**src/rtl/alu_cmd_issuer.sv**
```systemverilog
// ALU command issuer: accepts commands over valid/ready, drives a registered
// 2-bit-op ALU with a one-cycle enable pulse, captures the result one cycle
// later and returns it over a valid/ready response channel. Optional chaining
// replaces operand A with the previously captured result.
module alu_cmd_issuer #(
  parameter int unsigned WIDTH = 32,
  parameter int unsigned CNT_W = 16
) (
  input  logic             clk,
  input  logic             reset,
  input  logic             cmd_valid,
  output logic             cmd_ready,
  input  logic [1:0]       cmd_op,
  input  logic [WIDTH-1:0] cmd_a,
  input  logic [WIDTH-1:0] cmd_b,
  input  logic             cmd_chain,
  output logic [WIDTH-1:0] alu_a,
  output logic [WIDTH-1:0] alu_b,
  output logic [1:0]       alu_op,
  output logic             alu_en,
  input  logic [WIDTH-1:0] alu_result,
  output logic             rsp_valid,
  input  logic             rsp_ready,
  output logic [WIDTH-1:0] rsp_data,
  output logic [1:0]       rsp_op,
  output logic [CNT_W-1:0] done_cnt
);

  typedef enum logic [1:0] {
    IDLE  = 2'd0,
    ISSUE = 2'd1,
    CAPT  = 2'd2,
    RESP  = 2'd3
  } state_t;

  state_t           state;
  state_t           state_nxt;
  logic [WIDTH-1:0] last_res;
  logic             have_last;
  logic             accept;
  logic             rsp_fire;

  assign cmd_ready = (state == IDLE);
  assign accept    = cmd_valid & cmd_ready;
  assign rsp_fire  = (state == RESP) & rsp_ready;

  // State register
  always_ff @(posedge clk or posedge reset) begin
    if (reset) state <= IDLE;
    else       state <= state_nxt;
  end

  // Next-state decode: fixed four-cycle walk, RESP waits on rsp_ready
  always_comb begin
    state_nxt = state;
    unique case (state)
      IDLE:    if (accept) state_nxt = ISSUE;
      ISSUE:   state_nxt = CAPT;
      CAPT:    state_nxt = RESP;
      RESP:    if (rsp_ready) state_nxt = IDLE;
      default: state_nxt = IDLE;
    endcase
  end

  // ALU drive: operands latched at accept and held until the next accept;
  // alu_en is set on the accept edge so it is high exactly during ISSUE
  always_ff @(posedge clk or posedge reset) begin
    if (reset) begin
      alu_a  <= '0;
      alu_b  <= '0;
      alu_op <= '0;
      alu_en <= 1'b0;
    end else begin
      alu_en <= accept;
      if (accept) begin
        alu_op <= cmd_op;
        alu_b  <= cmd_b;
        alu_a  <= (cmd_chain && have_last) ? last_res : cmd_a;
      end
    end
  end

  // Response path: capture in CAPT, present in RESP, count handshakes
  always_ff @(posedge clk or posedge reset) begin
    if (reset) begin
      rsp_data  <= '0;
      rsp_op    <= '0;
      rsp_valid <= 1'b0;
      last_res  <= '0;
      have_last <= 1'b0;
      done_cnt  <= '0;
    end else begin
      if (state == CAPT) begin
        rsp_data  <= alu_result;
        last_res  <= alu_result;
        rsp_op    <= alu_op;
        have_last <= 1'b1;
        rsp_valid <= 1'b1;
      end
      if (rsp_fire) begin
        rsp_valid <= 1'b0;
        done_cnt  <= done_cnt + 1'b1;
      end
    end
  end

endmodule

```
**config.mk**
```make
export PLATFORM = sky130hd
export DESIGN_NAME = alu_cmd_issuer
export DESIGN_NICKNAME = d
export VERILOG_FILES = /design/src/rtl/alu_cmd_issuer.sv
export SDC_FILE = /design/constraint.sdc
export NUM_CORES = 1
export LEC_CHECK = 0
export ABC_CLOCK_PERIOD_IN_PS = 4400
export CORE_AREA = 2 2 116 107
export CTS_BUF_LIST = sky130_fd_sc_hd__clkbuf_2 sky130_fd_sc_hd__clkbuf_4 sky130_fd_sc_hd__clkbuf_8
export DETAILED_ROUTE_END_ITERATION = 10
export DIE_AREA = 0 0 118 109
export PLACE_DENSITY = 0.81
export SYNTH_ARGS = -nofsm -noshare
export SYNTH_HDL_FRONTEND = slang
export SYNTH_SLANG_ARGS = --single-unit
```
**constraint.sdc**
```tcl
create_clock -name clk -period 4.4 [get_ports clk]
set_input_delay 0.88 -clock clk [delete_from_list [all_inputs] [get_ports clk]]
set_output_delay 0.88 -clock clk [all_outputs]
set_load 0.01 [all_outputs]
```
==> results.md <==
- Global-route wire length before repair: 20200 um
- Startpoint types: register
- Fin. Hold Viols: 0
- Worst hold endpoint: done_cnt[15]$_DFFE_PP0P_
- DR iter-0 viols: between 150 and 200
- Die span in x: 118 um
- Starting density of the core: between 40% and 50%
- IO Port Bufs: ~220
- CP Cell Sequence: inv_1 > ha_1 > clkdlybuf4s50_1
- RSZ-0062 raised after global routing: no
- Worst r2r dst: alu_b[21]$_DFFE_PP0P_
- Area delta synth->final: 57.2%
- Hold path start: done_cnt[15]$_DFFE_PP0P_
- DRC: 0
- Rel. slew slack: a little over 30%
- CP peak stage delay: about 0.59 ns
- Register area share after synthesis: 62.0%
- Critical path endpoint category: output port
- CTS Buffer Depth: 2
- Hold Slack: 0.474 ns
- Vias/cell: slightly below 5
- Worst Skew: 0.00937 ns
- Worst-Margin Slew: around 1 ns
- Initial antenna violation count: 0
- Die Footprint: about 13000 um^2
- Critical R2R Launch: state[0]$_DFFE_PP0P_
- Routed Antenna Nets: 0
- Final Cycle Share: around 60%
- Vias in the first global route: just under 4000
- Wire length per cell: 16.5 um
- Distinct cells, synth: 24
- Share of cells above drive strength 1: a little under a fifth
- Hold_buf cts: 0
- Yosys top cell area share: roughly three fifths
- CTS clk-pin slew, worst paths: approximately 0.07 ns
- Final setup vio count: 0
- Power per cell area: between 600 and 700 nW/um^2
- Remaining Overflow, GRT: 0
- Detailed placer's ending HPWL: ~9100 um
- Flop2flop setup slack: 2.50 ns
- IO Pins: 222
- Vias: ~3700
- Syn_nets: between 400 and 500
- # rows: 38
- Critical path class: reg -> out
- CP max FO: 4
- Post-Synthesis Cells: approximately 370
- GRT Util Overall: around 20%
- Commonest non-fill, non-tap cell in the layout: clkdlybuf4s50_1
- Layout net count: roughly 700
- Max-cap violations: 0
- Arr. time, crit path: 1.77 ns
- Slowest-stage cell, CP: clkdlybuf4s50_1
- Post-CTS Setup Repair Bufs: 0
- Leak Pwr: 3.33 nW
- Tmin final: 2.65 ns
- Hold crit path type: reg -> reg
- Main area contributors after synthesis: dfrtp_1 62%, mux2_2 16%, mux2i_1 6.6%, o21ai_0 3.4%, nand2_1 3.3%
- Synthesis-stage register bit count: between 100 and 150
- CTS tree: yes
- Core Region: around 12000 um^2
- GP Congestion: ~0.77
- Clk_lat worst skew: around 0.44 ns
- Largest net degree at the start of global routing: 74
- Ant diodes: 0
- Most frequent cells in the layout: 221 x clkdlybuf4s50_1, 121 x dfrtp_1, 69 x mux2_2
- Final Slew Violations: 0
- Fmax: 0.377 GHz
- Post-Synthesis Cell Area: 4890 um^2
- Post-route setup TNS: 0 ns
- Avg Cell Area, Syn: between 10 and 15 um^2
- Worst EP required: 3.52 ns
- TritonCTS Sinks: between 100 and 150
- Post-synth top area cell: dfrtp_1
- Max H-tree Level: 4
- Root buf cell: clkbuf_8
- PostCTS Resize Cnt: 0
- Final wirelength: 12600 um
- FF-to-FF path depth: 5
- Die height: ~110 um
- Hold Crit Depth: 1
- Total CTS buffers: 17
- Pre-antenna DRT Iters: 4
- Worst vdd ir: approximately 0.37 mV
- Status: complete, no violations
- Synth warn: 0
final cells by class:
cell class / instances / area (um^2)
Clock buffer: 25 / 313
Clock inverter: 7 / 115
Fill cell: 919 / 4060
Inverter: 7 / 28.8
Multi-Input combinational cell: 221 / 1760
Sequential cell: 121 / 3030
Tap cell: 160 / 200
Timing Repair Buffer: 224 / 2230
report_power, final:
part	internal (mW)	total [mW]	switching [mW]
clock network	0.635	1.06	0.425
logic	1.37	2.26	0.885
registers	1.61	1.93	0.318
total	3.62	5.25	1.63
synthesized netlist by cell type (all sizes together):
library cell and instances:
xnor2 8, o32a 1, nand3 4, o21a 1
or4 1, buf 10, nor2 8, and4 1
inv 7, nand4 4, xor2 7, mux2 69
or2 2, clkbuf 7, a21oi 1, nand2 43
mux2i 32, nor2b 1, ha 4, dfrtp 121
o21ai 33, and3 1
state kept, by name, summed over array words and instances, names as in the netlist:
register	cells
done_cnt	16
state	2
alu_en	1
alu_op	2
alu_b	32
alu_a	32
last_res	32
rsp_valid	1
have_last	1
rsp_op	2
stage by stage:
step                      setup slack, ns  instance area (um^2)  instances  utilization [%]  power [mW]
after global placement               1.82                  7250        733             61.8        4.14
after CTS                            1.71                  7680        765             65.4        5.31
after global routing                 1.66                  7680        765             65.4        5.56
after floorplan                     0.306                  4890        366                -        2.92
after detailed placement             1.76                  7250        733             61.8        4.23
final                                1.75                  7680        765             65.4        5.25
logic make-up after synthesis:
logic type | after synthesis | synth area share (%)
simple gates | 65 | 5.92
fa+ha+maj | 4 | 1.02
mux | 101 | 22.5
flops | 121 | 62.0
xor+xnor | 15 | 2.69
compound gates | 36 | 3.84
buf+inv | 24 | 2.10
worst max-delay path: cells and delay by family (launching register included):
| kind | cells | cell delay (ns) |
|---|---|---|
| buf+inv | 2 | 0.68 |
| fa+ha+maj | 1 | 0.24 |
| flops | 1 | 0.40 |
how the worst max path moves through the flow:
stage / from / to
4_1_cts: state[0]$_DFFE_PP0P_ / cmd_ready
3_3_place_gp: cmd_chain / alu_a[31]$_DFFE_PP0P_
5_1_grt: state[1]$_DFFE_PP0P_ / cmd_ready
6_report: state[0]$_DFFE_PP0P_ / cmd_ready
3_5_place_dp: cmd_chain / alu_a[25]$_DFFE_PP0P_
2_1_floorplan: reset / alu_a[0]$_DFFE_PP0P_
per-layer routing:
metal	part of all wire, %	global-route usage (%)	wire length, um	vias up
li1	-	-	-	1712
met1	41	24.5	5130	1819
met2	50	34.1	6350	146
met3	7.8	8.11	981	14
met4	1.3	7.06	165	0
met5	0	0	0	-
(Power assumes the default switching activity.)
